===== src/rtl/status_led_pkg.sv =====
// Shared types and default timing for the status LED sequencer.
// The state enum always lists the flash states; they are only reachable with STATUS_LED_ACT_EN.
package status_led_pkg;

    localparam int FAULT_W = 4;

    localparam int DEF_CLK_HZ         = 50_000_000;
    localparam int DEF_TICK_HZ        = 100;
    localparam int DEF_HB_TICKS       = 50;
    localparam int DEF_CODE_ON_TICKS  = 20;
    localparam int DEF_CODE_OFF_TICKS = 30;
    localparam int DEF_CODE_GAP_TICKS = 150;
    localparam int DEF_FLASH_TICKS    = 5;

    typedef enum logic [2:0] {
        ST_HB        = 3'd0,
        ST_CODE_ON   = 3'd1,
        ST_CODE_OFF  = 3'd2,
        ST_CODE_GAP  = 3'd3,
        ST_FLASH_ON  = 3'd4,
        ST_FLASH_OFF = 3'd5
    } state_e;

    function automatic int max5(input int a, input int b, input int c, input int d, input int e);
        int m;
        m = a;
        if (b > m) m = b;
        if (c > m) m = c;
        if (d > m) m = d;
        if (e > m) m = e;
        return m;
    endfunction

endpackage


===== src/rtl/led_tick_gen.sv =====
// Timebase prescaler: counts 0..DIV-1 and flags the last count as a one-cycle tick.
// tick_nxt predicts next cycle's tick so registered outputs can line up with it.
module led_tick_gen #(
    parameter int DIV = 10
) (
    input  logic clk,
    input  logic reset,
    input  logic clr,
    output logic tick,
    output logic tick_nxt
);

    localparam int CNT_W = (DIV > 1) ? $clog2(DIV) : 1;
    localparam logic [CNT_W-1:0] LAST = CNT_W'(DIV - 1);

    logic [CNT_W-1:0] cnt_q, cnt_d;

    always_comb begin
        cnt_d = cnt_q + 1'b1;
        if (clr || (cnt_q == LAST)) begin
            cnt_d = '0;
        end
    end

    always_ff @(posedge clk) begin
        if (reset) begin
            cnt_q <= '0;
        end else begin
            cnt_q <= cnt_d;
        end
    end

    assign tick     = (cnt_q == LAST);
    assign tick_nxt = (cnt_d == LAST);

endmodule


===== src/rtl/status_led_ctrl.sv =====
// Status LED sequencer: fault blink codes over activity flash over idle heartbeat.
// Define STATUS_LED_ACT_EN to build in the activity flash (FLASH_ON/FLASH_OFF, act_pulse).
//   state     | meaning
//   HB        | idle heartbeat, led follows hb_level
//   CODE_ON   | lit part of one fault-code pulse
//   CODE_OFF  | dark time after a pulse
//   CODE_GAP  | dark gap after the last pulse, code_done on its final cycle
//   FLASH_ON  | activity flash lit
//   FLASH_OFF | activity flash dark
module status_led_ctrl
    import status_led_pkg::*;
#(
    parameter int CLK_HZ         = DEF_CLK_HZ,
    parameter int TICK_HZ        = DEF_TICK_HZ,
    parameter int HB_TICKS       = DEF_HB_TICKS,
    parameter int CODE_ON_TICKS  = DEF_CODE_ON_TICKS,
    parameter int CODE_OFF_TICKS = DEF_CODE_OFF_TICKS,
    parameter int CODE_GAP_TICKS = DEF_CODE_GAP_TICKS,
    parameter int FLASH_TICKS    = DEF_FLASH_TICKS
) (
    input  logic               clk,
    input  logic               reset,
    input  logic [FAULT_W-1:0] fault_code,
    input  logic               act_pulse,
    output logic               led,
    output logic               busy,
    output logic               code_done
);

    localparam int DIV   = CLK_HZ / TICK_HZ;
    localparam int MAX_T = max5(HB_TICKS, CODE_ON_TICKS, CODE_OFF_TICKS, CODE_GAP_TICKS, FLASH_TICKS);
    localparam int PH_W  = $clog2(MAX_T + 1);

    localparam logic [PH_W-1:0] HB_TC  = PH_W'(HB_TICKS - 1);
    localparam logic [PH_W-1:0] ON_TC  = PH_W'(CODE_ON_TICKS - 1);
    localparam logic [PH_W-1:0] OFF_TC = PH_W'(CODE_OFF_TICKS - 1);
    localparam logic [PH_W-1:0] GAP_TC = PH_W'(CODE_GAP_TICKS - 1);
`ifdef STATUS_LED_ACT_EN
    localparam logic [PH_W-1:0] FL_TC  = PH_W'(FLASH_TICKS - 1);
`else
    logic unused_act;
    assign unused_act = act_pulse;
`endif

    state_e             state_q, state_d;
    logic [PH_W-1:0]    phase_q, phase_d;
    logic               hb_q, hb_d;
    logic [FAULT_W-1:0] code_q, code_d;
    logic [FAULT_W-1:0] pcnt_q, pcnt_d;
    logic               led_q, led_d;
    logic               busy_q, busy_d;
    logic               done_q, done_d;
    logic               restart;
    logic               clr;
    logic               tick;
    logic               tick_nxt;

    led_tick_gen #(
        .DIV (DIV)
    ) u_tick (
        .clk      (clk),
        .reset    (reset),
        .clr      (clr),
        .tick     (tick),
        .tick_nxt (tick_nxt)
    );

    always_comb begin
        state_d = state_q;
        phase_d = phase_q;
        hb_d    = hb_q;
        code_d  = code_q;
        pcnt_d  = pcnt_q;
        restart = 1'b0;
        if (tick) begin
            phase_d = phase_q + 1'b1;
        end

        case (state_q)
            ST_HB: begin
                if (fault_code != '0) begin
                    code_d  = fault_code;
                    pcnt_d  = '0;
                    state_d = ST_CODE_ON;
                end
`ifdef STATUS_LED_ACT_EN
                else if (act_pulse) begin
                    state_d = ST_FLASH_ON;
                end
`endif
                else if (tick && (phase_q == HB_TC)) begin
                    hb_d    = ~hb_q;
                    phase_d = '0;
                end
            end
            ST_CODE_ON: begin
                if (tick && (phase_q == ON_TC)) begin
                    state_d = ST_CODE_OFF;
                    pcnt_d  = pcnt_q + 1'b1;
                end
            end
            ST_CODE_OFF: begin
                if (tick && (phase_q == OFF_TC)) begin
                    state_d = (pcnt_q == code_q) ? ST_CODE_GAP : ST_CODE_ON;
                end
            end
            ST_CODE_GAP: begin
                // fault_code is only looked at here, so a running code is never cut short
                if (tick && (phase_q == GAP_TC)) begin
                    if (fault_code != '0) begin
                        code_d  = fault_code;
                        pcnt_d  = '0;
                        state_d = ST_CODE_ON;
                    end else begin
                        hb_d    = 1'b0;
                        state_d = ST_HB;
                    end
                end
            end
`ifdef STATUS_LED_ACT_EN
            ST_FLASH_ON: begin
                if (act_pulse) begin
                    restart = 1'b1;
                end else if (tick && (phase_q == FL_TC)) begin
                    state_d = ST_FLASH_OFF;
                end
            end
            ST_FLASH_OFF: begin
                if (tick && (phase_q == FL_TC)) begin
                    hb_d    = 1'b0;
                    state_d = ST_HB;
                end
            end
`endif
            default: begin
                hb_d    = 1'b0;
                state_d = ST_HB;
            end
        endcase

        clr = restart || (state_d != state_q);
        if (clr) begin
            phase_d = '0;
        end

        led_d = 1'b0;
        case (state_d)
            ST_HB:                   led_d = hb_d;
            ST_CODE_ON, ST_FLASH_ON: led_d = 1'b1;
            default:                 led_d = 1'b0;
        endcase
        busy_d = (state_d != ST_HB);
    end

    // Registered one cycle early so code_done lands on the gap's final cycle.
    always_comb begin
        done_d = (state_d == ST_CODE_GAP) && (phase_d == GAP_TC) && tick_nxt;
    end

    always_ff @(posedge clk) begin
        if (reset) begin
            state_q <= ST_HB;
            phase_q <= '0;
            hb_q    <= 1'b0;
            code_q  <= '0;
            pcnt_q  <= '0;
            led_q   <= 1'b0;
            busy_q  <= 1'b0;
            done_q  <= 1'b0;
        end else begin
            state_q <= state_d;
            phase_q <= phase_d;
            hb_q    <= hb_d;
            code_q  <= code_d;
            pcnt_q  <= pcnt_d;
            led_q   <= led_d;
            busy_q  <= busy_d;
            done_q  <= done_d;
        end
    end

    assign led       = led_q;
    assign busy      = busy_q;
    assign code_done = done_q;

endmodule


===== config.mk =====
export PLATFORM = sky130hd
export DESIGN_NAME = status_led_ctrl
export DESIGN_NICKNAME = d
export VERILOG_FILES = /design/src/rtl/status_led_pkg.sv /design/src/rtl/led_tick_gen.sv /design/src/rtl/status_led_ctrl.sv
export SDC_FILE = /design/constraint.sdc
export NUM_CORES = 1
export LEC_CHECK = 0
export CAP_MARGIN = 10
export CORE_UTILIZATION = 55
export CTS_BUF_LIST = sky130_fd_sc_hd__clkbuf_16
export DETAILED_ROUTE_END_ITERATION = 7
export PLACE_DENSITY_LB_ADDON = 0.2
export SKIP_LAST_GASP = 1
export SLEW_MARGIN = 15
export SYNTH_ARGS = -nofsm -noshare
export SYNTH_HDL_FRONTEND = slang
export SYNTH_HIERARCHICAL = 1
export SYNTH_SLANG_ARGS = --single-unit

===== constraint.sdc =====
create_clock -name clk -period 4.8 [get_ports clk]
set_input_delay 0.48 -clock clk [delete_from_list [all_inputs] [get_ports clk]]
set_output_delay 0.48 -clock clk [all_outputs]
set_load 0.01 [all_outputs]

==> impl_results.md, run 1 <==
- Core Util, Final: 0.632
- Fmax: 232 MHz
- Fill cells: 356
- Cts repair resizes: 0
- Ys flop type: dfxtp_1
- Initial drt markers: 108
- RSZ-0062 raised after global routing: no
- Worst slew margin: 0.558
- Ant. Diodes: 0
- Slew at the pin with the worst max-slew slack: 0.662 ns
- Status: finished clean
- FF+latch area: 841 µm²
- Synth top area cells: dfxtp_1, xnor2_1, nor2_1
- Post-CTS setup buffer count: 0
- Clock transition at the registers of the reported paths: 0.06 ns
- Clk sinks: 42
- Maxcap violations: 0
- Via count: 1,868
- Seq cells post-synth: 42
- Synth async-reset ratio: 0
- Final Slew Violations: 0
- Vias in the first global route: 1,712
- Commonest non-fill, non-tap cells in the layout: dfxtp_1, nor2_1, nand2_1
- Post-synth EDFFs: 0
- Clock Root Buffer: clkbuf_16
- Fin crit period: 4.32 ns
- WL/cell: 13.9 µm
- Area grow syn2layout: 9.06%
- Commonest non-fill, non-tap cell in the layout: dfxtp_1
- Detailed Place HPWL: 3.25 mm
- Cell taking the most area after synthesis: dfxtp_1
- Port bufs: 8
- Register area share after synthesis: 0.360
- Hold WS: 0.472 ns
- CTS tree: yes
- Layout cells sized above 1: 0.0945
- 1st-pass router iterations: 4
- Worst Clk Skew: 0.00323 ns
- Final GP Congestion: 0.821
- Core region area: 4030 µm²
- Top-area cell type share of the netlist area: 0.360
- Remaining DRCs: 0
- Lkg Pwr: 0.852 nW
- Post-synthesis instance total: 272
- Final Power: 0.710 mW
- Area of the multi-input gates: 1370 µm²
- Die H: 67.2 µm
- Crit path kind: reg2reg
- Largest net degree at the start of global routing: 20
- CTS Buf Count: 5
- Antenna Nets Post-Route: 0
- Die X: 67.2 µm
- Clock Path Buffers: 2
- Distinct cell type count after synthesis: 55
- Final hold vios: 0
- CP endpoint kind: flip-flop
- Total routed wirelength: 4.51 mm
- H-Tree Level Count: 2
- Synth Warn #: 6
- Initial antenna violation count: 0
- Die footprint: 4510 µm²
- Cell count after placement: 317
- Post-synthesis average cell area: 8.58 µm²
- CP startpoint kind: flip-flop
- Worst EP required: 4.99 ns
- CTS Hold Bufs: 0
- First-pass GRT wire length: 7.80 mm
- Fin crit share: 0.899
- Initial Util: 0.580
- I/O pin cnt: 10
- Pwr/cell area: 279 nW/µm²
- Cell Count, Final, Fillers Out: 325
- CP Data Arrival Time: 4.51 ns
- Worst VDD drop: 0.210 mV
- GR Overflow Total: 0
- # setup viols final: 0
- Setup tns final: 0 ns
- Area of the mapped netlist: 2330 µm²
- Hold/Removal Path Class: reg2reg
- Gr usage total: 0.227
- Syn nets: 283
- Nets: 285
- CP max FO: 8
- Vias per inst: 5.75
- Clk_lat worst skew: 0.28 ns
- # rows: 23
[state kept, by name, summed over array words and instances (netlist names)]
signal	cells
u_tick/cnt_q	19
phase_q	8
code_q	4
pcnt_q	4
state_q	3
busy	1
code_done	1
hb_q	1
led	1
[per-stage QoR]
stage	instance area, µm²	setup WS (ns)
after floorplan	2330	0.757
after global placement	2410	0.401
after detailed placement	2410	0.375
after CTS	2550	0.459
after global routing	2550	0.165
final	2550	0.484
[power breakdown]
group          internal [mW]  switching, mW
sequential             0.353        0.00431
clock                  0.188          0.129
combinational         0.0148         0.0202
total                  0.556          0.154
[synthesized netlist by cell type, types with 2 or more instances]
library cell,n
nor4_1,6
buf_6,2
nand4_4,2
and2_1,3
nor2b_1,2
or2_2,2
nand4_1,13
xor2_1,15
xnor2_1,19
nand3_1,5
nor2_1,36
buf_2,4
nor3_1,13
nor4_4,2
o21ai_0,2
o22ai_1,2
a21oi_1,12
and3_1,4
nor4b_1,3
dfxtp_1,42
nand2_1,21
buf_4,3
inv_1,10
nand3_2,2
clkbuf_1,7
ha_1,4
or3_1,3
a31oi_1,6
[per-layer routing]
metal,share of wire,global-route usage
met4,0.013,0.0638
met2,0.45,0.354
met1,0.51,0.310
met5,0,0
met3,0.030,0.0557
[layout make-up]
type | instances | area share
Multi-Input combinational cell | 204 | 0.536
Inverter | 10 | 0.0147
Clock buffer | 5 | 0.0491
Timing Repair Buffer | 11 | 0.0403
Clock inverter | 3 | 0.00491
Tap cell | 50 | 0.0246
Sequential cell | 42 | 0.330
[final timing paths]
| check | from | endpoint | slack [ns] | cells past startpoint |
|---|---|---|---|---|
| setup reg to reg | u_tick/cnt_q[0] | code_done | 0.48 | 15 |
| hold / removal | code_q[2] | code_q[2] | 0.47 | 2 |
| setup / recovery | u_tick/cnt_q[0] | code_done | 0.48 | 15 |
| hold reg to reg | code_q[2] | code_q[2] | 0.47 | 2 |
[cells by family (layout without fill, tap and decap cells)]
group           count (synthesis)  after routing  synth area share
compound gates                 32             32            0.0916
xor+xnor                       34             34             0.128
fa+ha+maj                       4              4            0.0214
buf+inv                        26             29            0.0552
flops                          42             42             0.360
mux                             1              1           0.00429
other cells                     1              1           0.00161
simple gates                  132            132             0.338
[worst max-delay path, cell delays in order (launching register included)]
cell       delay (ns)
dfxtp_1          0.37
ha_1             0.26
nand3_2          0.17
nor4_1           0.09
and4b_1          0.24
and2_1           0.21
a311oi_1         0.41
o22ai_2          0.23
or2_2            0.34
or4b_1           0.47
nor3_1           0.14
nand4_1          0.13
a2111oi_2        0.35
nand2_1          0.08
or4_1            0.54
nor4_1           0.22
(Power assumes the default switching activity.)
==> run 2: changes to the inputs <==
--- a/config.mk
+++ b/config.mk
@@ -11,4 +11,4 @@
 export DETAILED_ROUTE_END_ITERATION = 7
+export GPL_ROUTABILITY_DRIVEN = 1
 export PLACE_DENSITY_LB_ADDON = 0.2
-export SKIP_LAST_GASP = 1
 export SLEW_MARGIN = 15
--- a/constraint.sdc
+++ b/constraint.sdc
@@ -3,2 +3,2 @@
 set_output_delay 0.48 -clock clk [all_outputs]
-set_load 0.01 [all_outputs]
+set_load 0.02 [all_outputs]
==> results of run 2 <==
Same layout as run 1 (identical final DEF). Status: finished clean.
Among the figures that moved: total power 0.710 mW -> 0.711 mW
